`src/rtl/mem_arbiter.sv`:
```
// Byte-serial RAM arbiter shared by the instruction cache and the load/store buffer.
// One request at a time is served; ties alternate between the two masters.
module mem_arbiter (
  input  logic        clk,
  input  logic        rst,
  input  logic        rdy,
  input  logic        IC_req,
  input  logic [31:0] IC_addr,
  output logic        IC_done,
  output logic [31:0] IC_data,
  input  logic        LSB_req,
  input  logic        LSB_wr,
  input  logic [31:0] LSB_addr,
  input  logic [1:0]  LSB_len,
  input  logic [31:0] LSB_wdata,
  output logic        LSB_done,
  output logic [31:0] LSB_rdata,
  input  logic        ROB_clear,
  input  logic [7:0]  mem_din,
  output logic [7:0]  mem_dout,
  output logic [31:0] mem_a,
  output logic        mem_wr,
  output logic [1:0]  dbg_state
);

  // Handshake: a master raises req with stable address/data and holds it until
  // its done pulse; the request still visible during the DONE cycle is stale
  // and is never re-granted, so only the other master can be granted there.
  typedef enum logic [1:0] {IDLE, READ, WRITE, DONE} state_t;

  state_t      state, state_nxt;
  logic        owner;        // 0 = IC, 1 = LSB
  logic        last_grant;   // 0 = IC, 1 = LSB
  logic [2:0]  cnt;
  logic [2:0]  n;
  logic [31:0] rbuf;
  logic [31:0] wbuf;
  logic        mem_wr_q;

  logic        ic_cand, lsb_cand, grant_go, grant_lsb, last_byte;
  logic [2:0]  grant_n;
  logic [31:0] rd_word;

  always_comb begin
    ic_cand   = IC_req  && !(state == DONE && owner == 1'b0);
    lsb_cand  = LSB_req && !(state == DONE && owner == 1'b1);
    grant_go  = (state == IDLE || state == DONE) && !ROB_clear && (ic_cand || lsb_cand);
    grant_lsb = (ic_cand && lsb_cand) ? (last_grant == 1'b0) : lsb_cand;
    if (!grant_lsb)            grant_n = 3'd4;
    else if (LSB_len == 2'd0)  grant_n = 3'd1;
    else if (LSB_len == 2'd1)  grant_n = 3'd2;
    else                       grant_n = 3'd4;
    last_byte = (cnt == n - 3'd1);
    rd_word   = rbuf | ({24'h0, mem_din} << {cnt[1:0], 3'b000});
  end

  always_comb begin
    state_nxt = state;
    case (state)
      IDLE:  if (grant_go) state_nxt = (grant_lsb && LSB_wr) ? WRITE : READ;
      READ:  if (ROB_clear) state_nxt = IDLE;
             else if (last_byte) state_nxt = DONE;
      WRITE: if (last_byte) state_nxt = DONE;
      DONE:  state_nxt = grant_go ? ((grant_lsb && LSB_wr) ? WRITE : READ) : IDLE;
      default: state_nxt = IDLE;
    endcase
  end

  always_ff @(posedge clk or posedge rst) begin
    if (rst)      state <= IDLE;
    else if (rdy) state <= state_nxt;
  end

  always_ff @(posedge clk or posedge rst) begin
    if (rst) begin
      owner      <= 1'b0;
      last_grant <= 1'b1;
      cnt        <= 3'd0;
      n          <= 3'd4;
      rbuf       <= 32'h0;
      wbuf       <= 32'h0;
      mem_a      <= 32'h0;
      mem_dout   <= 8'h0;
      mem_wr_q   <= 1'b0;
      IC_done    <= 1'b0;
      LSB_done   <= 1'b0;
      IC_data    <= 32'h0;
      LSB_rdata  <= 32'h0;
    end else if (rdy) begin
      IC_done  <= 1'b0;
      LSB_done <= 1'b0;
      if (grant_go) begin
        owner      <= grant_lsb;
        last_grant <= grant_lsb;
        cnt        <= 3'd0;
        n          <= grant_n;
        rbuf       <= 32'h0;
        wbuf       <= LSB_wdata;
        mem_a      <= grant_lsb ? LSB_addr : IC_addr;
        mem_dout   <= LSB_wdata[7:0];
        mem_wr_q   <= grant_lsb && LSB_wr;
      end else begin
        case (state)
          READ: if (!ROB_clear) begin
            if (last_byte) begin
              if (owner) begin
                LSB_done  <= 1'b1;
                LSB_rdata <= rd_word;
              end else begin
                IC_done <= 1'b1;
                IC_data <= rd_word;
              end
            end else begin
              rbuf  <= rd_word;
              cnt   <= cnt + 3'd1;
              mem_a <= mem_a + 32'd1;
            end
          end
          // A store is already committed, so a flush does not interrupt it.
          WRITE: if (last_byte) begin
            mem_wr_q <= 1'b0;
            LSB_done <= 1'b1;
          end else begin
            cnt      <= cnt + 3'd1;
            mem_a    <= mem_a + 32'd1;
            mem_dout <= wbuf[15:8];
            wbuf     <= {8'h0, wbuf[31:8]};
          end
          default: ;
        endcase
      end
    end
  end

  // A stalled write cycle must not strobe the RAM; the byte is reissued later.
  assign mem_wr    = mem_wr_q && rdy;
  assign dbg_state = state;

endmodule

```
`config.mk`:
```
export PLATFORM = sky130hd
export DESIGN_NAME = mem_arbiter
export DESIGN_NICKNAME = d
export VERILOG_FILES = /design/src/rtl/mem_arbiter.sv
export SDC_FILE = /design/constraint.sdc
export NUM_CORES = 1
export LEC_CHECK = 0
export CAP_MARGIN = 10
export CORE_AREA = 3 3 143 145
export CTS_CLUSTER_DIAMETER = 200
export CTS_CLUSTER_SIZE = 20
export DETAILED_ROUTE_END_ITERATION = 8
export DIE_AREA = 0 0 146 148
export PLACE_DENSITY = 0.83
export SYNTH_ARGS = -nofsm -noshare
export SYNTH_HDL_FRONTEND = slang
export SYNTH_SLANG_ARGS = --single-unit
```
`constraint.sdc`:
```
create_clock -name clk -period 5 [get_ports clk]
set_input_delay 0.5 -clock clk [delete_from_list [all_inputs] [get_ports clk]]
set_output_delay 0.5 -clock clk [all_outputs]
set_load 0.03 [all_outputs]
```
# Yosys cells after proc, flatten, opt, wreduce, memory -nomap -nowiden
# Cells that the tools add are included.
# word_totals
output_inout_bits	109
regBits	181
in_bits	113
elab_cells	103
# op_classes
mux	43
n_bitwise	5
n_reduce_logical	28
shift	1
eq_ne	9
n_addsub	3
# ops
op	count
$mux W32	11
$pmux W32 S2	1
$add A32 B1 Y32 const B	1
$or A32 B32 Y32	1
$shl A8 B5 Y32	1
$mux W8	3
$mux W3	6
$mux W1	14
$reduce_and A6 Y1	2
$mux W2	5
$logic_and A1 B1 Y1	9
$reduce_and A3 Y1	3
$pmux W2 S4	1
$pmux W3 S2	1
$reduce_bool A2 Y1	3
$eq A2 B1 Y1 const B	2
$eq A2 B2 Y1 const B	2
$logic_not A2 Y1	2
$ne A2 B2 Y1 const B	2
$not A1 Y1	4
$reduce_and A2 Y1	2
$reduce_and A4 Y1	1
$add A3 B1 Y3 const B	1
$eq A3 B3 Y1	1
7 further kinds	10

# Logic depth before layout (Yosys ltp)
# Gate-level depths: netlist of run 1.
# depth
ltp_word	10
depth_mapped	11
ltp_nobuf	7

# Least setup slack after synthesis of run 1
# Ideal clock, no wire load.
# synth_path
path_type	register to register
startpoint	register state[0] (netlist: dbg_state[0])
endpoint	register mem_a[17]
setup_ps	88
path_slack_ps	2536
n_path_buf	2
t_required_ps	4912
t_arrival_ps	2376
period_less_slack_ps	2464
stages_incl_launch_ff	10
cell_sequence	dfrtp_1 > inv_1 > ha_1 > nor2_1 > nand2_1 > clkbuf_1 > nor3_1 > buf_2 > a21oi_1 > a22oi_1
# synth_via
elab_chain_cells	8
# synth_rtl
element	line_no	source
start: declaration	31	state_t state, state_nxt;
start signal: assignment	71	else if (rdy) state <= state_nxt;
$eq A2 B2 Y1	45, 46, 47	
$logic_and A1 B1 Y1, on equally long branches	45, 46	
$logic_not A1 Y1, on equally long branches	45, 46	
$logic_and A1 B1 Y1, on equally long branches	45, 46	
$logic_or A1 B1 Y1 or $logic_and A1 B1 Y1 (tied branches)	47, 48	
$logic_and A1 B1 Y1 or $mux W1 (tied branches)	47, 48	
$ne A3 B3 Y1 (no source line) (tied with other cells)	-	
$reduce_and A3 Y1 (no source line) or $mux W32 (tied branches)	-	
end signal: assignment	99	mem_a <= grant_lsb ? LSB_addr : IC_addr;
end signal: assignment	116	mem_a <= mem_a + 32'd1;
end signal: assignment	125	mem_a <= mem_a + 32'd1;
end: declaration	21	output logic [31:0] mem_a,
# Several ways; a longest one is shown, not always the timed one.
# A chain may end at the register's enable or synchronous reset.

# Final worst setup path of run 1
# layout_path
startpoint	register state[1] (netlist: dbg_state[1])
endpoint	register wbuf[7]
# layout_via
elab_chain_cells	8
# layout_rtl
element	line_no	source
$eq A2 B2 Y1	45, 46, 47	
$logic_and A1 B1 Y1, on equally long branches	45, 46	
$logic_not A1 Y1, on equally long branches	45, 46	
$logic_and A1 B1 Y1, on equally long branches	45, 46	
$logic_or A1 B1 Y1	47	grant_go = (state == IDLE || state == DONE) && !ROB_clear && (ic_cand || lsb_cand);
$logic_and A1 B1 Y1	47	
$ne A2 B2 Y1 (no source line) or $reduce_bool A2 Y1 (tied branches)	-	
$reduce_and A3 Y1 (no source line)	-	
end signal: assignment	98	wbuf <= LSB_wdata;
end signal: assignment	127	wbuf <= {8'h0, wbuf[31:8]};
end: declaration	37	logic [31:0] wbuf;
# Several ways; a longest one is shown, not always the timed one.

==> impl_table.tex, run 1 <==
\begin{tabular}{lr}
\hline
Metric & Value \\
\hline
\multicolumn{2}{l}{\textbf{Worst setup path}} \\
CP Data Arrival Time & 3.77 ns \\
Endpoint of the most critical register-to-register path & wbuf[7] \\
Source of the worst register-to-register timing path & dbg\_state[1] \\
Kind of critical path & flop to flop \\
Number of cells on the critical path & 7 \\
Critical path peak fanout & 26 \\
Crit path capture & wbuf[7] \\
Slowest cell delay on critical path & approximately 0.74 ns \\
Delay-heaviest family, CP & simple AND/OR/NAND/NOR gates \\
Setup slack of the worst register-to-register path & between 1 and 1.5 ns \\
Crit path from & dbg\_state[1] \\
Worst Reg2Reg Path Length in Cells & 7 \\
Critical path launch point type & flop \\
Slowest stage cell on the critical path & sky130\_fd\_sc\_hd\_\_and2\_1 \\
Capturing element type of the critical path & flop \\
Data required time of the critical path & about 5.3 ns \\
Crit path buf inv count & 1 \\
Cell chain of the critical path & inv\_1, ha\_1, nor2\_1, nand2\_1, o2bb2ai\_4, and2\_1, a31oi\_1 \\
\multicolumn{2}{l}{\textbf{Placement}} \\
HPWL after detailed placement & 17.9 mm \\
Placement Cell Area & roughly 11,000 um\^{}2 \\
Total of buffers placed on input and output ports & $\sim$220 \\
GPL Wtd Cong & approximately 0.86 \\
Pre-CTS WS & $\sim$1.5 ns \\
\multicolumn{2}{l}{\textbf{STA}} \\
Setup TNS Final & 0 ns \\
Worst max-slew margin expressed relative to the limit & roughly a fifth \\
Maximum operating frequency & $\sim$290 MHz \\
Number of slew-limit violations in the final report & 0 \\
RSZ-0062 raised after global routing & false \\
Final period utilization & $\sim$70\% \\
Final setup violation count & 0 \\
Worst Skew & approximately 0.008 ns \\
Min Clock Period, post-route & roughly 3.5 ns \\
Final Hold Violating Endpoints & 0 \\
Actual slew at the worst max-slew pin & about 1.2 ns \\
Worst-case setup margin in the final layout & about 1.5 ns \\
\multicolumn{2}{l}{\textbf{Clocking}} \\
Clock tree from TritonCTS & done \\
Number of clock sinks & about 170 \\
Later-pin clock latency in the skew report & 0.43 ns \\
Max Root-Sink Buffers & 2 \\
Number of setup buffers added after CTS & 0 \\
Number of H-tree branching levels & 4 \\
Number of hold buffers added after cts & 0 \\
Number of resized instances in the post-cts repair step & 0 \\
Number of clock buffers inserted by TritonCTS & 17 \\
Clock root buffer & sky130\_fd\_sc\_hd\_\_clkbuf\_16 \\
Clock Pin Slew Worst Setup and Hold Paths & approximately 0.070 ns \\
\multicolumn{2}{l}{\textbf{Floorplanning}} \\
Area of the core region & slightly below 20,000 um\^{}2 \\
Initial core utilization & a little over two fifths \\
Die height & around 150 um \\
Top-Level Pins & around 220 \\
Number of placement rows & between 50 and 60 \\
Die area & between 20,000 and 25,000 um\^{}2 \\
Die span in x & 146 um \\
\multicolumn{2}{l}{\textbf{Worst hold path}} \\
Hold crit path type & flop to flop \\
\multicolumn{2}{l}{\textbf{Final layout}} \\
Count of fill cells added during filler insertion & 1,630 \\
Multi-input gate area & around 3700 um\^{}2 \\
Layout cell share with drive strength beyond 1 & $\sim$7.0\% \\
Reg area & 4330 um\^{}2 \\
Post-synthesis to final-layout area growth & 35.1\% \\
N\_diodes & 0 \\
Summed area of non-filler cells in the final layout & around 11,000 um\^{}2 \\
Final nets & around 1,200 \\
\multicolumn{2}{l}{\textbf{Drt}} \\
Per-cell routed wire length & 18.5 um \\
ANT nets after route & 0 \\
Iteration count of the initial detailed-routing pass & 6 \\
DRC violation total after the first TritonRoute iteration & a little over 800 \\
Vias & around 8,000 \\
DRC violation count after routing & 0 \\
Post-DR vias/cell & about 5.8 \\
Total wirelength of the detailed-routed design & about 25 mm \\
\multicolumn{2}{l}{\textbf{Global routing}} \\
Aggregate global routing overflow & 0 \\
Number of antenna violations at the first check in global routing & 0 \\
Vias in the first global route & just under 8,000 \\
First-pass GRT wire length & 40.6 mm \\
Pin count of the biggest net entering global routing & 89 \\
GRT Resource Usage Total & 23.1\% \\
\multicolumn{2}{l}{\textbf{Logic synthesis}} \\
Post-synthesis share of cell area spent on and, or, nand and nor gates & roughly 17\% \\
Area share of xor/xnor cells in the synthesized design & 0.490\% \\
Combinational family with the most area after synthesis & compound AO/OA/AOI/OAI gates \\
Complex-gate fraction of the synthesized area & roughly a fifth \\
Register area share after synthesis & between 50\% and 60\% \\
Top cell type's share of synthesized area & slightly above 50\% \\
Warning count from the yosys run & 0 \\
Most numerous cell types in the synthesized netlist & sky130\_fd\_sc\_hd\_\_nand2\_1 (181), sky130\_fd\_sc\_hd\_\_dfrtp\_1 (171), sky130\_fd\_sc\_hd\_\_o21ai\_0 (111) \\
Portion of netlist area occupied by mux cells & under 10\% \\
Net count of the mapped netlist & between 1,000 and 1,500 \\
Netlist area before placement & about 8400 um\^{}2 \\
Synth area leaders & sky130\_fd\_sc\_hd\_\_dfrtp\_1 (51\%), sky130\_fd\_sc\_hd\_\_nand2\_1 (8.1\%), sky130\_fd\_sc\_hd\_\_o21ai\_0 (6.6\%) \\
Synth cell types & 64 \\
Post-Synthesis Mean Instance Area & 9.41 um\^{}2 \\
Most frequent cell after synthesis & sky130\_fd\_sc\_hd\_\_nand2\_1 \\
Top cell type by total area after synthesis & sky130\_fd\_sc\_hd\_\_dfrtp\_1 \\
Number of synthesized flops with an enable pin & 0 \\
Adder-cell share of the synthesized area & just over 1\% \\
Most used flip-flop cell after synthesis & sky130\_fd\_sc\_hd\_\_dfrtp\_1 \\
Gate Count Post-Synth & a little under 900 \\
Synth Register Bits & approximately 170 \\
Synth async-reset ratio & 100\% \\
\multicolumn{2}{l}{\textbf{Power}} \\
Total power density per cell area & $\sim$540 nW/um\^{}2 \\
Total leakage power & 0.00465 uW \\
Worst IR drop on VDD & $\sim$0.34 mV \\
Total power & between 6000 and 7000 uW \\
\multicolumn{2}{l}{\textbf{Outcome}} \\
Outcome & complete, no violations \\
\multicolumn{2}{l}{\textbf{Flow run}} \\
Max Cap Violations & 0 \\
\hline
\end{tabular}
how the worst min path moves through the flow:
stage,start,end,cells past startpoint
floorplan,rbuf[0],rbuf[0],2
global placement,rbuf[5],rbuf[5],2
detailed placement,LSB_rdata[29],LSB_rdata[29],2
CTS,LSB_rdata[29],LSB_rdata[29],2
global route,last_grant,last_grant,2
finish,LSB_rdata[16],LSB_rdata[16],2
through the flow:
| stage | hold WS (ns) | cells | util (%) |
|---|---|---|---|
| floorplan | 0.451 | 895 | - |
| global placement | 0.463 | 1321 | 55.7 |
| detailed placement | 0.469 | 1321 | 55.7 |
| CTS | 0.485 | 1353 | 58.8 |
| global route | 0.494 | 1353 | 58.8 |
| finish | 0.480 | 1353 | 58.8 |
layout by cell type (no fill, tap or decap), types with 5 or more instances in the layout:
cell type / count
sky130_fd_sc_hd__or4_1: 6
sky130_fd_sc_hd__nor2_1: 19
sky130_fd_sc_hd__and3_1: 9
sky130_fd_sc_hd__mux2_2: 15
sky130_fd_sc_hd__o32a_1: 5
sky130_fd_sc_hd__o21ai_0: 111
sky130_fd_sc_hd__ha_1: 7
sky130_fd_sc_hd__o32ai_1: 5
sky130_fd_sc_hd__a31oi_1: 24
sky130_fd_sc_hd__clkbuf_16: 17
sky130_fd_sc_hd__a22oi_1: 6
sky130_fd_sc_hd__o22ai_1: 9
sky130_fd_sc_hd__buf_4: 10
sky130_fd_sc_hd__a21oi_1: 60
sky130_fd_sc_hd__inv_1: 17
sky130_fd_sc_hd__nand3_1: 27
sky130_fd_sc_hd__or3_1: 8
sky130_fd_sc_hd__clkdlybuf4s50_1: 220
sky130_fd_sc_hd__nand2_1: 180
sky130_fd_sc_hd__nand4_1: 11
sky130_fd_sc_hd__a22o_1: 10
sky130_fd_sc_hd__o211ai_1: 10
sky130_fd_sc_hd__dfrtp_1: 171
sky130_fd_sc_hd__and4_1: 5
sky130_fd_sc_hd__nor4_1: 8
sky130_fd_sc_hd__nor3_1: 12
sky130_fd_sc_hd__mux2i_1: 24
state kept, by name (all words and copies together), names as in the netlist, 2 cells and up:
register,flops
IC_data,32
LSB_rdata,32
cnt,3
dbg_state,2
mem_a,32
mem_dout,7
n,3
rbuf,32
wbuf,25
area by class of cell:
class                           instances  area share [%]
Clock inverter                         14            1.54
Tap cell                              265            2.91
Timing Repair Buffer                  232            20.2
Multi-Input combinational cell        633            32.8
Sequential cell                       173            38.1
Inverter                               18           0.627
Clock buffer                           18            3.77
metal layers:
layer / wire length, um / vias up / GRT usage, %
met5: 0 / - / 0
met2: 12300 / 439 / 39.1
met4: 625 / 0 / 8.18
li1: - / 3594 / -
met1: 9900 / 3778 / 29.0
met3: 2260 / 59 / 5.98
kinds of logic (layout without fill, tap and decap cells):
family | count (synthesis) | in the layout
AOI/OAI and AO/OA | 279 | 279
xor gates and xnor gates | 3 | 3
adders and majority gates | 7 | 7
buffers and inverters | 89 | 282
DFF | 173 | 173
muxes | 39 | 39
and+or+nand+nor | 305 | 305
worst min-delay path: stages (launching register included):
cell and delay (ns):
sky130_fd_sc_hd__dfrtp_1 0.34, sky130_fd_sc_hd__nand2_1 0.04, sky130_fd_sc_hd__o21ai_0 0.06
power by group:
part	internal (uW)	switching (uW)
registers	1790	374
clock network	758	609
logic	1000	1630
Note: power is estimated with default switching activity, not from simulation.
==> run 2: changes to the inputs <==
- clock period: 5 -> 3.09 ns (I/O delays scaled with it)
==> run 2 against run 1 <==
Utilization is 1.0 points higher; clock power is 63% higher; via count is 0.75% lower; first-iteration DRC count is 28% lower; power is 64% higher; die area stayed put; setup slack worse by 1.1 ns; sequential power is 62% higher; highest routed layer unchanged.
==> impl_table.tex, run 2 (synthesis gave the netlist of run 1 again) <==
\begin{tabular}{lr}
\hline
Metric & Value \\
\hline
\multicolumn{2}{l}{\textbf{Worst hold path}} \\
Hold crit path type & input pin to flop \\
\multicolumn{2}{l}{\textbf{Global routing}} \\
Aggregate global routing overflow & 0 \\
Pin count of the biggest net entering global routing & 66 \\
First-pass GRT wire length & 39.7 mm \\
Vias in the first global route & between 7,000 and 8,000 \\
GRT Resource Usage Total & a little under a quarter \\
Number of antenna violations at the first check in global routing & 0 \\
\multicolumn{2}{l}{\textbf{STA}} \\
RSZ-0062 raised after global routing & false \\
Number of slew-limit violations in the final report & 0 \\
Maximum operating frequency & roughly 370 MHz \\
Final Hold Violating Endpoints & 0 \\
Worst max-slew margin expressed relative to the limit & about two fifths \\
Worst Hold Margin & roughly 0.34 ns \\
Final period utilization & approximately 87\% \\
Actual slew at the worst max-slew pin & roughly 0.88 ns \\
Worst-case setup margin in the final layout & about 0.42 ns \\
Setup TNS Final & 0 ns \\
Worst Skew & around 0.011 ns \\
Min Clock Period, post-route & between 2 and 3 ns \\
Final setup violation count & 0 \\
\multicolumn{2}{l}{\textbf{Clocking}} \\
Number of clock sinks & 173 \\
Clock tree from TritonCTS & done \\
Number of hold buffers added after cts & 0 \\
Clock Pin Slew Worst Setup and Hold Paths & about 0.070 ns \\
Number of H-tree branching levels & 4 \\
Number of resized instances in the post-cts repair step & 0 \\
Later-pin clock latency in the skew report & between 0.4 and 0.5 ns \\
Clock root buffer & sky130\_fd\_sc\_hd\_\_clkbuf\_16 \\
Max Root-Sink Buffers & 2 \\
Number of clock buffers inserted by TritonCTS & 17 \\
Number of setup buffers added after CTS & 0 \\
\multicolumn{2}{l}{\textbf{Floorplanning}} \\
Number of placement rows & between 50 and 60 \\
Top-Level Pins & 222 \\
Initial core utilization & a little over two fifths \\
Area of the core region & slightly below 20,000 um\^{}2 \\
Die span in x & roughly 150 um \\
Die height & around 150 um \\
Die area & $\sim$22,000 um\^{}2 \\
\multicolumn{2}{l}{\textbf{Worst setup path}} \\
Kind of critical path & flop to flop \\
Data required time of the critical path & $\sim$3.4 ns \\
CP Data Arrival Time & $\sim$3.0 ns \\
Capturing element type of the critical path & flop \\
Critical path peak fanout & 12 \\
Critical path launch point type & flop \\
\multicolumn{2}{l}{\textbf{Power}} \\
Switching power & between 4000 and 5000 uW \\
Int Power & 5930 uW \\
Switching part of the total power & around 41\% \\
Worst IR drop on VDD & approximately 0.6 mV \\
Combinational fraction of design power & between 40\% and 50\% \\
Total power density per cell area & a little under 900 nW/um\^{}2 \\
Total power & approximately 10,000 uW \\
Proportion of power drawn by flip-flops and latches & 34.6\% \\
Total leakage power & 0.00476 uW \\
Clock share of power & between 20\% and 30\% \\
\multicolumn{2}{l}{\textbf{Outcome}} \\
Outcome & complete, no violations \\
\multicolumn{2}{l}{\textbf{Final layout}} \\
Final nets & roughly 1,200 \\
Multi-input gate area & between 3000 and 4000 um\^{}2 \\
Reg area & 4330 um\^{}2 \\
Highest-count cells in the layout ignoring fill and taps & sky130\_fd\_sc\_hd\_\_clkdlybuf4s50\_1 (220), sky130\_fd\_sc\_hd\_\_nand2\_1 (180), sky130\_fd\_sc\_hd\_\_dfrtp\_1 (171) \\
Layout cell share with drive strength beyond 1 & under 10\% \\
Count of fill cells added during filler insertion & between 1,500 and 2,000 \\
Post-synthesis to final-layout area growth & 37.4\% \\
N\_diodes & 0 \\
Summed area of non-filler cells in the final layout & between 10,000 and 15,000 um\^{}2 \\
Most common library cell in the layout ignoring fill and taps & sky130\_fd\_sc\_hd\_\_clkdlybuf4s50\_1 \\
\multicolumn{2}{l}{\textbf{Drt}} \\
ANT nets after route & 0 \\
DRC violation count after routing & 0 \\
Vias & 7,811 \\
Per-cell routed wire length & around 18 um \\
Met2 Routed Length & 12.2 mm \\
Uppermost layer routed & met4 \\
Total routed wire length on the met1 layer & between 10 and 15 mm \\
Met3 wirelength from detailed routing & approximately 2.1 mm \\
DRC violation total after the first TritonRoute iteration & about 590 \\
Post-DR vias/cell & between 5 and 6 \\
Total wirelength of the detailed-routed design & 25.0 mm \\
Iteration count of the initial detailed-routing pass & 6 \\
\multicolumn{2}{l}{\textbf{Placement}} \\
Total of buffers placed on input and output ports & between 200 and 250 \\
Placement Cell Area & 11,000 um\^{}2 \\
HPWL after detailed placement & 18.0 mm \\
GPL Wtd Cong & approximately 0.94 \\
Pre-CTS WS & roughly 0.46 ns \\
\multicolumn{2}{l}{\textbf{Flow run}} \\
Max Cap Violations & 0 \\
\hline
\end{tabular}
run 2: cell type report:
class	instances	area share [%]
flip-flops and latches	173	37.4
multi-input cells	633	32.3
repair buffers	250	21.5
clock buffers	18	3.71
well taps	265	2.87
clock inverters	14	1.59
inverters	18	0.616
run 2: final timing paths:
kind                               from       endpoint  cells after the start  slack (ns)
min in group asynchronous           rst      mem_a[29]                      2        0.37
setup reg to reg           dbg_state[0]      mem_a[20]                      7        0.42
hold reg to reg              IC_data[3]     IC_data[3]                      2        0.48
hold / removal                      rdy        IC_done                      2        0.34
max in group asynchronous           rst  LSB_rdata[17]                      3        1.99
setup / recovery           dbg_state[0]      mem_a[20]                      7        0.42
run 2: critical path: stages, from the launching register on:
cell and delay, ns:
sky130_fd_sc_hd__dfrtp_1 0.43, sky130_fd_sc_hd__inv_1 0.13, sky130_fd_sc_hd__ha_1 0.32, sky130_fd_sc_hd__nor2b_1 0.30, sky130_fd_sc_hd__o32a_1 0.48, sky130_fd_sc_hd__nand3_1 0.30
sky130_fd_sc_hd__or4_1 0.54, sky130_fd_sc_hd__o211ai_1 0.10
run 2: layer usage:
layer / GRT usage, % / vias to the layer above
met4: 7.06 / 0
li1: - / 3620
met3: 5.27 / 31
met5: 0 / -
met2: 38.1 / 401
met1: 29.3 / 3759
run 2: through the flow:
step                      std cells  utilization, %
final                          1371            59.8
after global routing           1371            59.8
after CTS                      1371            59.8
after detailed placement       1339            56.7
after global placement         1339            56.7
after floorplan                 895               -
run 2: power by group through the flow:
stage	clock network [uW]	logic (uW)	registers (uW)
6_report	2230	4380	3510
5_1_grt	2360	4740	3580
4_1_cts	2270	4370	3490
3_5_place_dp	0	4360	3520
3_3_place_gp	0	4250	3500
2_1_floorplan	0	2340	3890
==> run 3: changes to the inputs <==
- CAP_MARGIN: 10 -> 20
- SETUP_SLACK_MARGIN: unset -> 0.02
==> results of run 3 <==
No change in the layout: final DEF, timing and power equal those of run 2.
